[src/rtl/alu_pkg.sv]
// alu_pkg: shared op codes, FSM encoding and constants for the ALU op sequencer.
package alu_pkg;

    localparam logic [2:0] OP_ADD = 3'd0;
    localparam logic [2:0] OP_SUB = 3'd1;
    localparam logic [2:0] OP_MUL = 3'd2;
    localparam logic [2:0] OP_DIV = 3'd3;
    localparam logic [2:0] OP_GCD = 3'd4;
    localparam logic [2:0] OP_POW = 3'd5;

    // Replicated to the datapath width, so any WIDTH gets all ones.
    localparam logic [31:0] DIV0_RESULT = '1;

    typedef enum logic [1:0] {
        ST_IDLE,
        ST_EXEC,
        ST_DONE
    } state_e;

endpackage

[src/rtl/alu_iter_core.sv]
// alu_iter_core: iteration registers and per-cycle step logic for div, gcd and pow.
module alu_iter_core
    import alu_pkg::*;
#(
    parameter int WIDTH = 32
) (
    input  logic             clk,
    input  logic             rst_n,
    input  logic             start,
    input  logic             step,
    input  logic [2:0]       op,
    input  logic [WIDTH-1:0] a,
    input  logic [WIDTH-1:0] b,
    output logic             done,
    output logic [WIDTH-1:0] result,
    output logic             err
);

    localparam int CW = $clog2(WIDTH);

    // x: dividend/quotient, gcd u, base; y: divisor, gcd v, exponent; z: remainder, accumulator
    logic [2:0]       op_q, op_d;
    logic [WIDTH-1:0] x_q, x_d, y_q, y_d, z_q, z_d;
    logic [CW-1:0]    cnt_q, cnt_d;
    logic [WIDTH:0]   trial;
    logic             last;

    assign last = cnt_q == CW'(WIDTH - 1);

    always_comb begin
        op_d   = op_q;
        x_d    = x_q;
        y_d    = y_q;
        z_d    = z_q;
        cnt_d  = cnt_q;
        done   = 1'b0;
        result = '0;
        err    = 1'b0;
        trial  = {z_q, x_q[WIDTH-1]};
        if (start) begin
            op_d  = op;
            x_d   = a;
            y_d   = b;
            z_d   = (op == OP_POW) ? WIDTH'(1) : '0;
            cnt_d = '0;
        end else if (step) begin
            case (op_q)
                OP_DIV: begin
                    if (y_q == '0) begin
                        done   = 1'b1;
                        err    = 1'b1;
                        result = {WIDTH{DIV0_RESULT[0]}};
                    end else begin
                        z_d    = (trial >= {1'b0, y_q}) ? WIDTH'(trial - {1'b0, y_q}) : trial[WIDTH-1:0];
                        x_d    = {x_q[WIDTH-2:0], trial >= {1'b0, y_q}};
                        cnt_d  = cnt_q + CW'(1);
                        done   = last;
                        result = x_d;
                    end
                end
                OP_GCD: begin
                    // Counter doubles as k, the shared power of two.
                    if (x_q == '0 || y_q == '0) begin
                        done   = 1'b1;
                        result = (x_q | y_q) << cnt_q;
                    end else if (!x_q[0] && !y_q[0]) begin
                        x_d   = x_q >> 1;
                        y_d   = y_q >> 1;
                        cnt_d = cnt_q + CW'(1);
                    end else if (!x_q[0]) begin
                        x_d = x_q >> 1;
                    end else if (!y_q[0]) begin
                        y_d = y_q >> 1;
                    end else if (x_q >= y_q) begin
                        x_d = (x_q - y_q) >> 1;
                    end else begin
                        y_d = (y_q - x_q) >> 1;
                    end
                end
                OP_POW: begin
                    z_d    = y_q[0] ? z_q * x_q : z_q;
                    x_d    = x_q * x_q;
                    y_d    = y_q >> 1;
                    cnt_d  = cnt_q + CW'(1);
                    done   = last;
                    result = z_d;
                end
                default: ;
            endcase
        end
    end

    always_ff @(posedge clk or negedge rst_n) begin
        if (!rst_n) begin
            op_q  <= '0;
            x_q   <= '0;
            y_q   <= '0;
            z_q   <= '0;
            cnt_q <= '0;
        end else begin
            op_q  <= op_d;
            x_q   <= x_d;
            y_q   <= y_d;
            z_q   <= z_d;
            cnt_q <= cnt_d;
        end
    end

endmodule

[src/rtl/alu_op_sequencer.sv]
// alu_op_sequencer: request/response FSM around the shared ALU op set; iterative ops run in alu_iter_core.
module alu_op_sequencer
    import alu_pkg::*;
#(
    parameter int WIDTH = 32
) (
    input  logic             clk,
    input  logic             rst_n,
    input  logic             in_valid,
    output logic             in_ready,
    input  logic [WIDTH-1:0] in_a,
    input  logic [WIDTH-1:0] in_b,
    input  logic [2:0]       in_sel,
    output logic             out_valid,
    input  logic             out_ready,
    output logic [WIDTH-1:0] out_res,
    output logic             out_err,
    output logic             busy
);

    state_e           state_q, state_d;
    logic [1:0]       rst_sync_q;
    logic             srst_n;
    logic [WIDTH-1:0] a_q, a_d, b_q, b_d, res_q, res_d;
    logic [2:0]       sel_q, sel_d;
    logic             err_q, err_d;
    logic             accept, is_iter;
    logic             core_done, core_err;
    logic [WIDTH-1:0] core_res, simple_res;

    // Reset asserts asynchronously but releases two clocks after rst_n rises.
    always_ff @(posedge clk or negedge rst_n) begin
        if (!rst_n) rst_sync_q <= '0;
        else        rst_sync_q <= {rst_sync_q[0], 1'b1};
    end
    assign srst_n = rst_sync_q[1];

    assign in_ready   = state_q == ST_IDLE;
    assign out_valid  = state_q == ST_DONE;
    assign busy       = state_q != ST_IDLE;
    assign out_res    = res_q;
    assign out_err    = err_q;
    assign accept     = in_ready && in_valid;
    assign is_iter    = sel_q inside {OP_DIV, OP_GCD, OP_POW};
    assign simple_res = (sel_q == OP_SUB) ? b_q - a_q :
                        (sel_q == OP_MUL) ? a_q * b_q : a_q + b_q;

    alu_iter_core #(.WIDTH(WIDTH)) u_core (
        .clk    (clk),
        .rst_n  (srst_n),
        .start  (accept),
        .step   (state_q == ST_EXEC),
        .op     (in_sel),
        .a      (in_a),
        .b      (in_b),
        .done   (core_done),
        .result (core_res),
        .err    (core_err)
    );

    always_comb begin
        state_d = state_q;
        a_d     = a_q;
        b_d     = b_q;
        sel_d   = sel_q;
        res_d   = res_q;
        err_d   = err_q;
        case (state_q)
            ST_IDLE: begin
                if (in_valid) begin
                    a_d     = in_a;
                    b_d     = in_b;
                    sel_d   = in_sel;
                    state_d = ST_EXEC;
                end
            end
            ST_EXEC: begin
                if (!is_iter || core_done) begin
                    res_d   = is_iter ? core_res : simple_res;
                    err_d   = is_iter && core_err;
                    state_d = ST_DONE;
                end
            end
            ST_DONE: state_d = out_ready ? ST_IDLE : ST_DONE;
            default: state_d = ST_IDLE;
        endcase
    end

    always_ff @(posedge clk or negedge srst_n) begin
        if (!srst_n) begin
            state_q <= ST_IDLE;
            a_q     <= '0;
            b_q     <= '0;
            sel_q   <= '0;
            res_q   <= '0;
            err_q   <= 1'b0;
        end else begin
            state_q <= state_d;
            a_q     <= a_d;
            b_q     <= b_d;
            sel_q   <= sel_d;
            res_q   <= res_d;
            err_q   <= err_d;
        end
    end

endmodule
[config.mk]
export PLATFORM = sky130hd
export DESIGN_NAME = alu_op_sequencer
export DESIGN_NICKNAME = d
export VERILOG_FILES = /design/src/rtl/alu_pkg.sv /design/src/rtl/alu_iter_core.sv /design/src/rtl/alu_op_sequencer.sv
export SDC_FILE = /design/constraint.sdc
export NUM_CORES = 2
export LEC_CHECK = 0
export BUFFER_PORTS_ARGS = -buffer_cell sky130_fd_sc_hd__buf_4
export CORE_AREA = 2 2 411 413
export DETAILED_ROUTE_END_ITERATION = 6
export DIE_AREA = 0 0 413 415
export GPL_TIMING_DRIVEN = 0
export PLACE_DENSITY = 0.51
export SKIP_CTS_REPAIR_TIMING = 1
export SLEW_MARGIN = 5
export SYNTH_ARGS = -nofsm -noshare
export SYNTH_HDL_FRONTEND = slang
export SYNTH_SLANG_ARGS = --single-unit
[constraint.sdc]
create_clock -name clk -period 7.7 [get_ports clk]
set_input_delay 0.385 -clock clk [delete_from_list [all_inputs] [get_ports clk]]
set_output_delay 0.385 -clock clk [all_outputs]
set_load 0.02 [all_outputs]
# Yosys cells after proc, flatten, opt, wreduce, memory -nomap -nowiden
# Cells that the tools add are included.
dict set report op_classes {
  n_mux 50
  magnitude_cmp 2
  addsub 6
  multipliers 3
  n_bitwise 1
  n_eq_ne 21
  reduce_logical 26
  n_shift 1
}
# operator n
set op_table {}
lappend op_table {{32-bit two-way mux} 26}
lappend op_table {{32-bit case mux with 3 select lines} 2}
lappend op_table {{32-bit case mux with 2 select lines} 2}
lappend op_table {{32-bit subtractor} 4}
lappend op_table {{32-bit by 32-bit multiplier with 32-bit output} 3}
lappend op_table {{32-bit zero test} 2}
lappend op_table {{33-bit by 32-bit >= comparator with 1-bit output} 1}
lappend op_table {{32-bit adder} 1}
lappend op_table {{32-bit >= comparator} 1}
lappend op_table {{32-bit OR} 1}
lappend op_table {{32-bit by 5-bit left shift with 32-bit output} 1}
lappend op_table {{5-bit two-way mux} 5}
lappend op_table {{3-bit equality test, second input constant} 5}
lappend op_table {{5-bit inequality test, second input constant} 3}
lappend op_table {{5-bit case mux with 3 select lines} 1}
lappend op_table {{5-bit AND reduction} 2}
lappend op_table {{3-bit by 2-bit equality test with 1-bit output, second input constant} 3}
lappend op_table {{1-bit two-way mux} 9}
lappend op_table {{3-bit nonzero test} 3}
lappend op_table {{4-bit AND reduction} 2}
lappend op_table {{2-bit two-way mux} 3}
lappend op_table {{3-bit inequality test, second input constant} 2}
lappend op_table {{2-bit case mux with 3 select lines} 1}
lappend op_table {{2-bit AND reduction} 3}
lappend op_table {{other kinds (17)} 24}
dict set report word_totals {
  output_inout_bits 36
  register_bits 208
  word_cells 124
  in_bits 71
}

# Logic depth before layout (Yosys ltp)
dict set report depth {
  ltp_word 9
  depth_mapped 31
  mapped_depth_nobuf 28
}

# Hierarchy
# From an unflattened synthesis, not the netlist that was laid out.
dict set report hier_totals {
  cells_unflattened 7799
  area_unflattened_um2 66812.8
}
# module cells_per_inst area_each_um2 instances
set by_module_without_submodules {}
lappend by_module_without_submodules {alu_iter_core 5115 43239.0 1}
lappend by_module_without_submodules {alu_op_sequencer 2684 23573.9 1}

# Worst setup path before layout
# Ideal clock, no wire load.
dict set report synth_path {
  kind {flip-flop to flip-flop}
  from {reg u_core.x_q[3]}
  to {reg u_core.x_q[31]}
  required_time_ns 7.596
  t_arrival_ns 7.447
  path_slack_ns 0.150
  stages_incl_launch_ff 28
  synth_period_minus_slack_ns 7.550
  cell_sequence {dfrtp_1 -> clkbuf_1 -> inv_1 -> buf_1 -> nor2_1 -> fa_1 -> fa_1 -> inv_1 -> fa_1 -> fa_1 -> inv_1 -> fa_1 -> inv_1 -> fa_1 -> fa_1 -> fa_1 -> inv_1 -> ha_1 -> inv_1 -> o22ai_1 -> or3_1 -> a311oi_1 -> a31oi_1 -> a311oi_1 -> o21ai_1 -> nand2_1 -> mux2i_1 -> a221oi_1}
}
dict set report synth_via {
  elab_chain_cells 4
  elab_cells_between_ends 10
  cone_classes {mul: 1; order compare: 1; eq/ne: 2; mux: 3; reduce/logical: 3}
}
# item line
set synth_rtl {}
lappend synth_rtl {{start, declared} alu_iter_core.sv:23} ;# logic [WIDTH-1:0] x_q, x_d, y_q, y_d, z_q, z_d;
lappend synth_rtl {{start signal, assigned} alu_iter_core.sv:96} ;# x_q <= '0;
lappend synth_rtl {{start signal, assigned} alu_iter_core.sv:102} ;# x_q <= x_d;
lappend synth_rtl {{32-bit by 32-bit multiplier with 32-bit output or 32-bit zero test (tied branches)} {alu_iter_core.sv:82, alu_iter_core.sv:63}}
lappend synth_rtl {{32-bit case mux with 3 select lines or 1-bit logical OR (tied branches)} {alu_iter_core.sv:47, alu_iter_core.sv:63}}
lappend synth_rtl {{32-bit two-way mux or 3-bit inequality test (tied branches)} n/a}
lappend synth_rtl {{32-bit two-way mux or 6-bit AND reduction (tied branches)} n/a}
# Parallel ways exist; a longest one is shown, timed or not. The select of a mux whose other input is x is not followed.
# A chain may end at the register's enable or synchronous reset.

# Worst setup path in the final report
dict set report layout_path {
  from {reg a_q[19]}
  to {reg res_q[30] (netlist: out_res[30])}
}
dict set report layout_via {
  elab_chain_cells 4
  elab_cells_between_ends 6
  cone_classes {add/sub: 2; mul: 1; mux: 3}
}
# item line
set layout_rtl {}
lappend layout_rtl {{start, declared} alu_op_sequencer.sv:24} ;# logic [WIDTH-1:0] a_q, a_d, b_q, b_d, res_q, res_d;
lappend layout_rtl {{start signal, assigned} alu_op_sequencer.sv:92} ;# a_q <= '0;
lappend layout_rtl {{start signal, assigned} alu_op_sequencer.sv:99} ;# a_q <= a_d;
lappend layout_rtl {{32-bit by 32-bit multiplier with 32-bit output or 32-bit adder (tied branches)} alu_op_sequencer.sv:46} ;# (sel_q == OP_MUL) ? a_q * b_q : a_q + b_q;
lappend layout_rtl {{32-bit two-way mux} alu_op_sequencer.sv:46}
lappend layout_rtl {{32-bit two-way mux *} alu_op_sequencer.sv:45} ;# assign simple_res = (sel_q == OP_SUB) ? b_q - a_q :
lappend layout_rtl {{32-bit two-way mux *} alu_op_sequencer.sv:79} ;# res_d = is_iter ? core_res : simple_res;
lappend layout_rtl {{end signal, assigned} alu_op_sequencer.sv:102} ;# res_q <= res_d;
lappend layout_rtl {{end, declared} alu_op_sequencer.sv:24}
# Mark *: on every way between the ends. The rest lies on a longest branch, timed or not.

==> flow_summary.yaml <==
synthesis:
  yosys-top-cells-area: "fa_1 36%, ha_1 11%, inv_1 8.9%"
  ys_ff_latch: 205
  synth_top_cell_by_area: "fa_1"
  synth_adder_area_share_pct: 46.5
  synth_warnings: 0
  synthXorXnorAreaFrac_pct: 4.25
  synth_top_family_by_area: "adder cells"
  synthFlopType: "dfrtp_1"
  synth_nets: 9739
  ys_seq_area_share_pct: 7.72
  synth_top_area_share_pct: 35.8
  synth_compound_gate_area_share_pct: 12.7
  ys_types: 99
  avgSynthCellArea_um2: 8.39
  synth_simple_gate_area_share_pct: 15.3
  syn_inst: 7914
  synth_area_um2: 66400
  synth_edf_count: 0
  synth-async-reset-ratio_pct: 100
  synth_mux_area_share_pct: 1.98
sta:
  worst_pin_slew_ns: 1.45
  finalHoldViolations: 2
  final.setup.worst_slack_ns: -0.168
  slew-limit-headroom_pct: 3.25
  tns_ns: -0.619
  fmax_mhz: 127
  period_minus_slack_ns: 7.87
  final_max_slew_viol_count: 0
  grt_setup_unrepaired: "yes"
  min_period_over_period_pct: 102
  setup_violations: 8
  holdWs_ns: -0.0134
  skew_ns: 0.0741
critical_path:
  cp_top_family: "adder cells"
  crit_required_ns: 8.19
  cp_max_fo: 10
  arrival_ns: 8.35
  cp-end-kind: "register"
  max_stage_delay_ns: 0.64
  path_buf_inv: 9
  cp-start-kind: "register"
  crit_type: "register to register"
  crit_path_top_delay_cell: "fa_2"
layout:
  area_growth_pct: 15.4
  final_common_cell: "inv_1"
  final_cell_mix: "1532 x inv_1, 1147 x fa_1, 1053 x nand2_1"
  drive_gt1_share_pct: 13.9
  stdcell_count: 10500
  nets: 10100
floorplan:
  initial_utilization_pct: 39.9
  core-area_um2: 167000
  rows: 150
  io_pins: 107
  dieHeight_um: 415
  die_width_um: 413
  die_area_um2: 171000
clock_tree:
  cts_htree_levels: 1
  clk_pin_slew_ns: 0.07
  ctsRootBufferMaster: "clkbuf_16"
  cts.sinks: 205
  cts_buffer_depth: 3
  cts_tree: "yes"
  clkLatencyLatePin_ns: 0.67
  cts_made_buffers: 28
worst_hold_path:
  hold_path.class: "input port to register"
routing:
  viasPerCell: 5.77
  routedWlPerCell_um: 32.0
  drtPass1Iterations: 6
  wl_um: 338000
  drtAntennaViolNets: 0
  drc_errors: 0
  drtIter0Drc: 5737
  vias: 60900
global_route:
  grt_pass1_vias: 62400
  grt_usage_pct: 38.8
  grt_pass1_wl_um: 469000
  overflow: 0
  grt_antenna_before_repair: 23
  grt_max_degree: 59
placed_design:
  pre_cts_slack_ns: -3.27
  hpwl_um: 278000
  place_congestion: 1.02
  place_inst: 10200
  port_buffers: 106
run_status:
  violations: "hold timing, setup timing"
  status: "complete, but fails checks"
run:
  timing.max_cap.violations: 0
==> sequential cells by signal, indices dropped and copies added (netlist names) <==
name          flops
out_res          32
b_q              32
a_q              32
sel_q             3
out_err           1
u_core.y_q       32
u_core.x_q       32
u_core.z_q       32
u_core.cnt_q      5
rst_sync_q        2
state_q           2
==> layout make-up <==
class | count | area (um2)
Fill cell | 16900 | 90000
Inverter | 1594 | 6060
Clock buffer | 31 | 732
Clock inverter | 21 | 189
Buffer | 428 | 3200
Multi-Input combinational cell | 5681 | 55400
Tap cell | 2204 | 2760
Antenna cell | 9 | 22.5
Timing Repair Buffer | 371 | 3120
Sequential cell | 205 | 5240
==> metal layers <==
layer	up-vias	part of all wire (%)	wire length (um)	global-route usage [%]
met4	10	9.3	31400	28.2
met2	2950	46	155000	62.9
met5	-	0.018	60	0
met3	945	7.5	25300	6.42
li1	25600	-	-	-
met1	31300	37	126000	46.5
==> cells in the mapped netlist (54+ instances only) <==
| master | instances |
|---|---|
| o21ai_0 | 293 |
| dfrtp_1 | 205 |
| xor2_1 | 78 |
| mux2i_1 | 55 |
| a221oi_1 | 54 |
| nand2_1 | 1066 |
| inv_1 | 1579 |
| clkbuf_1 | 372 |
| nand3_1 | 60 |
| nor2_1 | 418 |
| a21o_1 | 61 |
| xnor2_1 | 244 |
| and2_1 | 413 |
| fa_1 | 1188 |
| ha_1 | 566 |
| a21oi_1 | 291 |
==> cell families after synthesis <==
logic type	count (synthesis)
AO/OA/AOI/OAI	1275
buffers and inverters	2028
flip-flops	205
multiplexers	96
AND/OR/NAND/NOR	2233
other	1
adder cells (fa/ha/maj)	1754
XOR/XNOR	322
==> worst register-to-register path, stage by stage, from the launching register on <==
cell and delay (ns):
dfrtp_2 0.42, buf_4 0.24, nand2_1 0.11, fa_1 0.54, inv_1 0.05, fa_1 0.47, inv_1 0.05, fa_1 0.53
inv_1 0.09, fa_1 0.50, fa_1 0.52, inv_1 0.06, fa_1 0.54, inv_1 0.07, fa_1 0.48, inv_1 0.06
fa_2 0.64, inv_1 0.10, ha_4 0.25, a211oi_2 0.26, a41oi_2 0.14, buf_6 0.16, a211o_4 0.36, o31ai_4 0.31
or4_4 0.20, nand3_4 0.11, a2111oi_4 0.36, nor2_1 0.09
==> per-stage QoR <==
step | instance area [um2] | util [%]
floorplan | 66400 | -
global placement | 70000 | 42.0
detailed placement | 70100 | 42.1
CTS | 71000 | 42.6
global route | 76600 | 46.0
finish | 76700 | 46.0
==> worst paths after layout <==
path                                  to  cells after the start  slack [ns]     startpoint
hold reg to reg            rst_sync_q[1]                      0        0.35  rst_sync_q[0]
max in group asynchronous     state_q[1]                      2        5.95  rst_sync_q[1]
hold / removal                state_q[1]                      2       -0.01      out_ready
setup reg to reg             out_res[30]                     27       -0.17        a_q[19]
setup / recovery             out_res[30]                     27       -0.17        a_q[19]
min in group asynchronous  rst_sync_q[1]                      2        0.03          rst_n
Power is left out: the tool's default activity adds up to more than one toggle a clock period on the data nets, which glitch-free logic cannot reach.
